$ cat config.mk
export PLATFORM = sky130hd
export DESIGN_NAME = sysctrl_gen
export DESIGN_NICKNAME = d
export VERILOG_FILES = /design/src/rtl/sysctrl_pkg.sv /design/src/rtl/sysctrl_irq.sv /design/src/rtl/sysctrl_gen.sv
export SDC_FILE = /design/constraint.sdc
export NUM_CORES = 1
export LEC_CHECK = 0
export ABC_CLOCK_PERIOD_IN_PS = 4800
export CAP_MARGIN = 10
export CORE_MARGIN = 2
export CORE_UTILIZATION = 40
export DETAILED_ROUTE_END_ITERATION = 8
export PLACE_DENSITY = 0.61
export SLEW_MARGIN = 25
export SYNTH_ARGS = -nofsm -noshare
export SYNTH_HDL_FRONTEND = slang
export SYNTH_SLANG_ARGS = --single-unit
$ cat constraint.sdc
create_clock -name clk -period 4.8 [get_ports clk]
set_input_delay 1.44 -clock clk [delete_from_list [all_inputs] [get_ports clk]]
set_output_delay 1.44 -clock clk [all_outputs]
set_load 0.005 [all_outputs]
$ cat src/rtl/sysctrl_pkg.sv
// Shared command codes, status constants and helpers for the MCU system-control slave.
package sysctrl_pkg;

  localparam logic [7:0] CMD_STATUS   = 8'd0;
  localparam logic [7:0] CMD_LED      = 8'd1;
  localparam logic [7:0] CMD_COLOR    = 8'd2;
  localparam logic [7:0] CMD_BUTTONS  = 8'd3;
  localparam logic [7:0] CMD_CFG_WR   = 8'd4;
  localparam logic [7:0] CMD_INT      = 8'd5;
  localparam logic [7:0] CMD_CFG_RD   = 8'd6;
  localparam logic [7:0] CMD_INT_MASK = 8'd7;

  localparam logic [7:0] STATUS_MAGIC0 = 8'h5C;
  localparam logic [7:0] STATUS_MAGIC1 = 8'h42;

  localparam logic [3:0] STATE_MAX = 4'd15;

  function automatic logic [7:0] bit_rev8(input logic [7:0] b);
    logic [7:0] r;
    for (int i = 0; i < 8; i++) r[i] = b[7-i];
    return r;
  endfunction

endpackage

$ cat src/rtl/sysctrl_irq.sv
// Interrupt controller: input synchroniser, rising-edge latch, ack/mask and registered request.
module sysctrl_irq #(
  parameter int NUM_INT = 8
) (
  input  logic               clk,
  input  logic               reset_n,
  input  logic [NUM_INT-1:0] int_in,
  input  logic               ack_strobe,
  input  logic [NUM_INT-1:0] ack_vec,
  input  logic               mask_we,
  input  logic [NUM_INT-1:0] mask_wdata,
  output logic [NUM_INT-1:0] pending,
  output logic [NUM_INT-1:0] mask,
  output logic               int_out_n
);

  // Channel 0 is the coldboot flag, never driven by an external source.
  localparam logic [NUM_INT-1:0] SRC_MASK = ~NUM_INT'(1);

  logic [NUM_INT-1:0] sync1, sync2, sync_prev, rise, pending_d;

  assign rise = sync2 & ~sync_prev & SRC_MASK;

  // A rising edge landing in the same cycle as its ack keeps the bit set.
  always_comb begin
    pending_d = pending;
    if (ack_strobe) pending_d = pending_d & ~ack_vec;
    pending_d = pending_d | rise;
  end

  always_ff @(posedge clk or negedge reset_n) begin
    if (!reset_n) begin
      sync1     <= '0;
      sync2     <= '0;
      sync_prev <= '0;
      pending   <= NUM_INT'(1);
      mask      <= '1;
      int_out_n <= 1'b1;
    end else begin
      sync1     <= int_in;
      sync2     <= sync1;
      sync_prev <= sync2;
      pending   <= pending_d;
      if (mask_we) mask <= mask_wdata;
      int_out_n <= ~|(pending & mask);
    end
  end

endmodule

$ cat src/rtl/sysctrl_gen.sv
// MCU system-control slave: byte-stream command decode for status, LEDs, colour,
// buttons, an indexed config register file and the interrupt controller.
module sysctrl_gen
  import sysctrl_pkg::*;
#(
  parameter logic [7:0] CORE_ID     = 8'h05,
  parameter int         NUM_LEDS    = 2,
  parameter int         NUM_BUTTONS = 2,
  parameter int         NUM_INT     = 8,
  parameter int         NUM_CFG     = 8,
  parameter int         CFG_W       = 8
) (
  input  logic                     clk,
  input  logic                     reset_n,
  input  logic                     data_in_strobe,
  input  logic                     data_in_start,
  input  logic [7:0]               data_in,
  output logic [7:0]               data_out,
  output logic                     int_out_n,
  input  logic [NUM_INT-1:0]       int_in,
  input  logic [NUM_BUTTONS-1:0]   buttons,
  output logic [NUM_LEDS-1:0]      leds,
  output logic [23:0]              color,
  output logic [NUM_CFG*CFG_W-1:0] cfg_out
);

  logic [3:0]               state, state_d;
  logic [7:0]               cmd, cmd_d, idx, idx_d, data_out_d;
  logic [NUM_LEDS-1:0]      leds_d;
  logic [23:0]              color_d;
  logic [NUM_CFG*CFG_W-1:0] cfg_q, cfg_d;
  logic                     byte_ok, ack_strobe, mask_we;
  logic [7:0]               rd_idx, wr_idx;
  logic [CFG_W-1:0]         rd_val;
  logic [NUM_INT-1:0]       pending, mask;

  assign cfg_out    = cfg_q;
  assign byte_ok    = data_in_strobe && !data_in_start && (state != 4'd0);
  assign ack_strobe = byte_ok && (cmd == CMD_INT) && (state == 4'd1);
  assign mask_we    = byte_ok && (cmd == CMD_INT_MASK) && (state == 4'd1);

  // Reads take the index from the first data byte, then auto-increment;
  // writes latch the index on byte 1 and advance from byte 3 onward.
  assign rd_idx = (state == 4'd1) ? data_in : idx;
  assign wr_idx = (state == 4'd2) ? idx : idx + 8'd1;

  always_comb begin
    rd_val = '0;
    for (int k = 0; k < NUM_CFG; k++)
      if (rd_idx == 8'(k)) rd_val = cfg_q[k*CFG_W +: CFG_W];
  end

  always_comb begin
    state_d    = state;
    cmd_d      = cmd;
    idx_d      = idx;
    data_out_d = data_out;
    leds_d     = leds;
    color_d    = color;
    cfg_d      = cfg_q;
    if (data_in_strobe && data_in_start) begin
      cmd_d   = data_in;
      state_d = 4'd1;
    end else if (byte_ok) begin
      if (state != STATE_MAX) state_d = state + 4'd1;
      data_out_d = 8'h00;
      case (cmd)
        CMD_STATUS: begin
          case (state)
            4'd1:    data_out_d = STATUS_MAGIC0;
            4'd2:    data_out_d = STATUS_MAGIC1;
            4'd3:    data_out_d = CORE_ID;
            4'd4:    data_out_d = {4'(NUM_INT - 1), 4'(NUM_CFG - 1)};
            default: data_out_d = 8'h00;
          endcase
        end
        CMD_LED:
          if (state == 4'd1) leds_d = data_in[NUM_LEDS-1:0];
        CMD_COLOR: begin
          case (state)
            4'd1:    color_d[15:8]  = bit_rev8(data_in);
            4'd2:    color_d[7:0]   = bit_rev8(data_in);
            4'd3:    color_d[23:16] = bit_rev8(data_in);
            default: ;
          endcase
        end
        CMD_BUTTONS: data_out_d = 8'(buttons);
        CMD_CFG_WR: begin
          if (state == 4'd1) begin
            idx_d = data_in;
          end else begin
            idx_d = wr_idx;
            for (int k = 0; k < NUM_CFG; k++)
              if (wr_idx == 8'(k)) cfg_d[k*CFG_W +: CFG_W] = data_in[CFG_W-1:0];
          end
        end
        CMD_INT: data_out_d = 8'(pending);
        CMD_CFG_RD: begin
          data_out_d = 8'(rd_val);
          idx_d      = rd_idx + 8'd1;
        end
        CMD_INT_MASK: data_out_d = 8'(mask);
        default: ;
      endcase
    end
  end

  always_ff @(posedge clk or negedge reset_n) begin
    if (!reset_n) begin
      state    <= 4'd0;
      cmd      <= 8'd0;
      idx      <= 8'd0;
      data_out <= 8'd0;
      leds     <= '0;
      color    <= 24'd0;
      cfg_q    <= '0;
    end else begin
      state    <= state_d;
      cmd      <= cmd_d;
      idx      <= idx_d;
      data_out <= data_out_d;
      leds     <= leds_d;
      color    <= color_d;
      cfg_q    <= cfg_d;
    end
  end

  sysctrl_irq #(.NUM_INT(NUM_INT)) u_irq (
    .clk        (clk),
    .reset_n    (reset_n),
    .int_in     (int_in),
    .ack_strobe (ack_strobe),
    .ack_vec    (data_in[NUM_INT-1:0]),
    .mask_we    (mask_we),
    .mask_wdata (data_in[NUM_INT-1:0]),
    .pending    (pending),
    .mask       (mask),
    .int_out_n  (int_out_n)
  );

endmodule

==> metrics.txt, run 1 <==
outcome completed; Mapped Area 7830 µm²; Fmax achieved 262 MHz; number of global-route vias before repair 6312; FF-to-FF Start state[1]; multiplexer area fraction after synthesis 0.177; Min-Delay Path Depth 0; synthesized-area fraction occupied by adder cells 0.0112; Root Buffer clkbuf_16; Synth area leaders dfrtp_1 (47%), mux2_2 (16%), dfstp_2 (3.4%), nand2_1 (2.5%), nor4_4 (2.2%); Worst setup EP type flip-flop; Final Power 3.93 mW; Power Density 396 nW/µm²; core area 19300 µm²; number of enable flip-flop cells after synthesis 0; FF-to-FF End data_out[4]; Vias/cell 5.74; post-synthesis cell type count 74; Hold EP u_irq.sync2[7]; min cycle time layout 3820 ps; CP required 5090 ps; Slew Limit Fails 0; most frequent cells in the layout dfrtp_1 (146), clkdlybuf4s50_1 (118), mux2_2 (111); FF/Latch Area 3920 µm²; RSZ-0062 raised after global routing no; setup TNS 0 ps; Syn Inst Count 684; CTS resizes 0; Clock transition at path regs 60 ps; Slowest cell on crit path clkdlybuf4s50_1; NumNets Final 820; Hold WS 349 ps; Hold Crit Start u_irq.sync1[7]; worst slew pin tran 952 ps; Routed WL per cell 21.9 µm; Pleak 4.21 nW; I/O Pins 121; Synth area leader dfrtp_1; GR Overflow Total 0; gr usage total 0.236; synthesized net count 713; Async SR Flop Fraction 1.00; initial DRC count 464; number of remaining DRC errors 0; first-pass GRT wire length 36.8 mm; fillcell total 1707; Yosys top cell area share 0.466; largest net degree at the start of global routing 116; total wire length 23.4 mm; Post-CTS Setup Inserts 0; Final period util 0.796; Clock Skew 12.0 ps; area occupied by multi-input gates 3660 µm²; # setup viols final 0; Die ar. 20700 µm²; TritonCTS buffer count 17; Antenna Violating Nets Remaining 0; CP Buf/Inv Count 2; clock sink count 156; Layout area overhead 26.9%; PortBufs 119; placed cell count 1036; Most used DFF post-synth dfrtp_1; Placer Congestion 0.940; drt pass-1 iters 7; final-report hold violation count 0; worst vdd rail ir drop 0.000264 V; sequential area share after synthesis 0.500; Slowest Stage Delay on Critical Path 530 ps; Hold WC Path Type reg -> reg; Final WS setup 978 ps; Critical Path Fanout Max 9; share of cells above drive strength 1 0.239; CTS tree done; r2r setup slk 1060 ps; die span in x 144 µm; most common cell after layout, fill and taps aside dfrtp_1; Avg Inst Size Synth 11.5 µm²; row count 51; number of antenna violations at the first check in global routing 1; synthesis warning total 0; Post-Layout Cell Count 1070; Synth Area in Compound Gates 0.129; via count 6138; CP top delay family compound AO/OA/AOI/OAI gates; Clock Path Buffers 2; Worst slew margin 0.356; FF+latch count, synth 156; Simple-Gate Fraction of Synth Area 0.135; overall die height 144 µm; Synth Area in XOR/XNOR 0.0157; worst path arrival time 4110 ps; Max Cap Violations 0; crit-path cells clkdlybuf4s50_1 -> nor2_1 -> o21bai_1 -> inv_1 -> ha_1 -> nor3_1 -> mux2_2 -> a221oi_1 -> o31ai_1 -> a222oi_1 -> o211ai_1; largest family of logic cells by synthesized area multiplexers; R2R depth 14; DP Worst Slack 557 ps; Detailed Place HPWL 16.2 mm; Clk Latency, worst-skew pair 430 ps; WS Path Type in -> reg; startpoint types primary input; H-tree levels 4; hold buffers post-CTS 0; starting density of the core 0.405
-- power breakdown --
group	internal [mW]	switching, mW
clock network	0.855	0.554
registers	1.38	0.101
logic	0.373	0.674
-- stage by stage --
stage | utilization | area (µm²)
after detailed placement | 0.481 | 9290
final | 0.514 | 9940
after floorplan | - | 7830
after global routing | 0.514 | 9940
after CTS | 0.513 | 9910
after global placement | 0.481 | 9290
-- cell usage after synthesis (all sizes together), types with 3 or more instances --
library cell  instances
a221oi               11
clkbuf               42
nor4b                 4
o31ai                 7
nor4                 14
dfrtp               146
ha                    7
o21ai                33
xnor2                 8
nor3                 11
dfstp                10
or4                   3
nand2                52
o22ai                 4
a22oi                 7
a211oi                3
buf                   8
nand4                14
mux2                117
a21oi                29
nand3                11
a22o                 11
and3                  3
and2                  8
nand2b                4
o211ai                4
and4                  5
nor2b                 3
inv                  14
mux2i                 7
a31oi                 4
nor2                 32
a21o                  3
xor2                  6
a222oi                6
-- registers in the layout, indices dropped and copies added, names as in the netlist, 2 cells and up --
| register | flops |
|---|---|
| cfg_out | 64 |
| cmd | 8 |
| color | 24 |
| data_out | 8 |
| idx | 8 |
| leds | 2 |
| state | 4 |
| u_irq.mask | 8 |
| u_irq.pending | 8 |
| u_irq.sync1 | 7 |
| u_irq.sync2 | 7 |
| u_irq.sync_prev | 7 |
-- layer usage --
layer / GRT usage / vias up / share of wire
li1: - / 2765 / -
met1: 0.322 / 3114 / 0.44
met2: 0.375 / 222 / 0.47
met3: 0.0443 / 37 / 0.061
met4: 0.0862 / 0 / 0.024
met5: 0 / - / 0
-- area by class of cell --
type / instances / share of cell area
flip-flops and latches: 156 / 0.394
multi-input cells: 464 / 0.369
repair buffers: 138 / 0.137
clock buffers: 21 / 0.0463
well taps: 265 / 0.0333
clock inverters: 11 / 0.0159
inverters: 14 / 0.00529
diodes: 1 / 0.000252
-- kinds of logic (layout without fill, tap and decap cells) --
logic type	Yosys count	after routing
buf+inv	64	184
other cells	0	1
compound gates	144	144
flops	156	156
simple gates	175	175
mux	124	124
fa+ha+maj	7	7
xor+xnor	14	14
-- how the worst max path moves through the flow --
stage / start / to / slack [ps] / cells after the start
2_1_floorplan: data_in[0] / data_out[1] / 1130 / 12
6_report: data_in[0] / data_out[0] / 980 / 11
3_5_place_dp: data_in[0] / data_out[0] / 560 / 11
3_3_place_gp: data_in[0] / data_out[0] / 560 / 11
4_1_cts: data_in[0] / data_out[0] / 1010 / 11
5_1_grt: data_in[0] / data_out[2] / 750 / 11
Note: power is estimated with default switching activity, not from simulation.
==> run 2, diff against run 1 <==
- ABC_CLOCK_PERIOD_IN_PS: 4800 -> 3950
- clock period: 4.8 -> 3.95 ns (I/O delays scaled with it)
==> metrics.txt, run 2 (synthesis gave the netlist of run 1 again) <==
TritonCTS buffer count 17 (unchanged); CP top delay family compound AO/OA/AOI/OAI gates (unchanged); Clock Skew 12.1 ps (was 12.0 ps); Max Cap Violations 0 (unchanged); Clock transition at path regs 70 ps (was 60 ps); die span in x 144 µm (unchanged); initial DRC count 513 (was 464); Vias/cell 5.67 (was 5.74); worst vdd rail ir drop 0.000312 V (was 0.000264 V); NumNets Final 835 (was 820); Die ar. 20700 µm² (unchanged); number of remaining DRC errors 0 (unchanged); clock sink count 156 (unchanged); share of cells above drive strength 1 0.255 (was 0.239); Hold WC Path Type reg -> reg (unchanged); most frequent cells in the layout dfrtp_1 (146), clkdlybuf4s50_1 (118), mux2_2 (111) (unchanged); number of global-route vias before repair 6269 (was 6312); met3 WL 1.58 mm (was 1.42 mm); worst path arrival time 3800 ps (was 4110 ps); CP required 4240 ps (was 5090 ps); overall die height 144 µm (unchanged); startpoint types primary input (unchanged); via count 6150 (was 6138); wire length on met2 11.0 mm (was 11.1 mm); first-pass GRT wire length 36.3 mm (was 36.8 mm); starting density of the core 0.405 (unchanged); RSZ-0062 raised after global routing no (unchanged); core area 19300 µm² (unchanged); crit-path cells clkdlybuf4s50_1 -> nor2_1 -> o21bai_1 -> inv_1 -> ha_1 -> nor3_1 -> mux2_2 -> a221oi_1 -> o31ai_1 -> a222oi_1 -> o211ai_1 (unchanged); most common cell after layout, fill and taps aside dfrtp_1 (unchanged); Placer Congestion 0.873 (was 0.940); GR Overflow Total 0 (unchanged); Root Buffer clkbuf_16 (unchanged); Clock Path Buffers 2 (unchanged); Routed WL per cell 21.4 µm (was 21.9 µm); Clk Latency, worst-skew pair 430 ps (about the same); hold buffers post-CTS 0 (unchanged); Inserted Diodes 0 (was 1); Post-CTS Setup Inserts 0 (unchanged); highest routed metal layer met4 (unchanged); setup TNS 0 ps (unchanged); # setup viols final 0 (unchanged); Layout area overhead 27.8% (was 26.9%); total wire length 23.2 mm (was 23.4 mm); Antenna Violating Nets Remaining 0 (unchanged); Worst slew margin 0.390 (was 0.356); CTS resizes 0 (unchanged); drt pass-1 iters 6 (was 7); Largest register FFs 64 (unchanged); I/O Pins 121 (unchanged); row count 51 (unchanged); H-tree levels 4 (unchanged); Detailed Place HPWL 16.6 mm (was 16.2 mm); Final period util 0.887; min cycle time layout 3500 ps; Slowest Stage Delay on Critical Path 550 ps (was 530 ps); Worst setup EP type flip-flop (unchanged); worst slew pin tran 909 ps (was 952 ps); Pleak 4.28 nW (was 4.21 nW); largest net degree at the start of global routing 75 (was 116); CTS tree done (unchanged); WS Path Type in -> reg (unchanged); outcome completed (unchanged); CP Buf/Inv Count 2 (unchanged); number of antenna violations at the first check in global routing 1 (unchanged); Slew Limit Fails 0 (unchanged); Fmax achieved 286 MHz; fillcell total 1689 (was 1707); Power Density 472 nW/µm² (was 396 nW/µm²); met1 WL 10.1 mm (was 10.3 mm); gr usage total 0.235 (was 0.236); Final Power 4.73 mW (was 3.93 mW); final-report hold violation count 0 (unchanged); Slowest cell on crit path clkdlybuf4s50_1 (unchanged); PortBufs 119 (unchanged); Critical Path Fanout Max 6 (was 9)
==> run 2: metrics by stage <==
step	hold slack, ps	instances	utilization	worst slack [ps]	area, µm²
CTS	352	1084	0.518	513	10000
global route	368	1084	0.518	292	10000
global placement	334	1052	0.487	140	9430
finish	349	1084	0.518	448	10000
floorplan	331	684	-	346	7830
detailed placement	337	1052	0.487	86.6	9430
==> run 2: final timing paths <==
check,depth (start not counted),to,slack (ps),start
worst max-delay path,11,data_out[1],450,data_in[0]
worst min-delay path,0,u_irq.sync2[6],350,u_irq.sync1[6]
worst max register to register,14,data_out[4],450,state[1]
worst min register to register,0,u_irq.sync2[6],350,u_irq.sync1[6]
max in group asynchronous,2,idx[1],2440,reset_n
min in group asynchronous,1,u_irq.pending[5],700,reset_n
==> run 2: layout make-up <==
class                           count  area [µm²]  share of cell area
Inverter                           14        52.6             0.00525
Multi-Input combinational cell    464        3660               0.366
Tap cell                          265         332              0.0331
Clock inverter                     13         130              0.0130
Timing Repair Buffer              153        1460               0.146
Clock buffer                       19         453              0.0453
Sequential cell                   156        3920               0.391
==> run 2: routing by layer <==
layer  track usage  up-vias
met2         0.368      262
met3        0.0480       38
met1         0.325     3067
met4        0.0877        0
met5             0        -
li1              -     2783
==> run 2: power breakdown <==
group          internal [mW]  leakage (nW)  switching (mW)  total, mW
clock network          0.918         0.285           0.708       1.63
registers               1.67          2.02           0.122       1.80
logic                  0.489          1.97           0.816       1.31
==> run 2: worst reg2reg max path, delay by kind of cell (launching register included) <==
family | cells | cell delay, ps
AO/OA/AOI/OAI | 5 | 940
adder cells (fa/ha/maj) | 2 | 490
buffers and inverters | 3 | 370
flip-flops | 1 | 420
multiplexers | 1 | 130
AND/OR/NAND/NOR | 3 | 1060
==> run 3, diff against run 2 <==
- CTS_CLUSTER_SIZE: unset -> 12
==> results of run 3 <==
Final layout, timing and power as in run 2 (identical DEF).
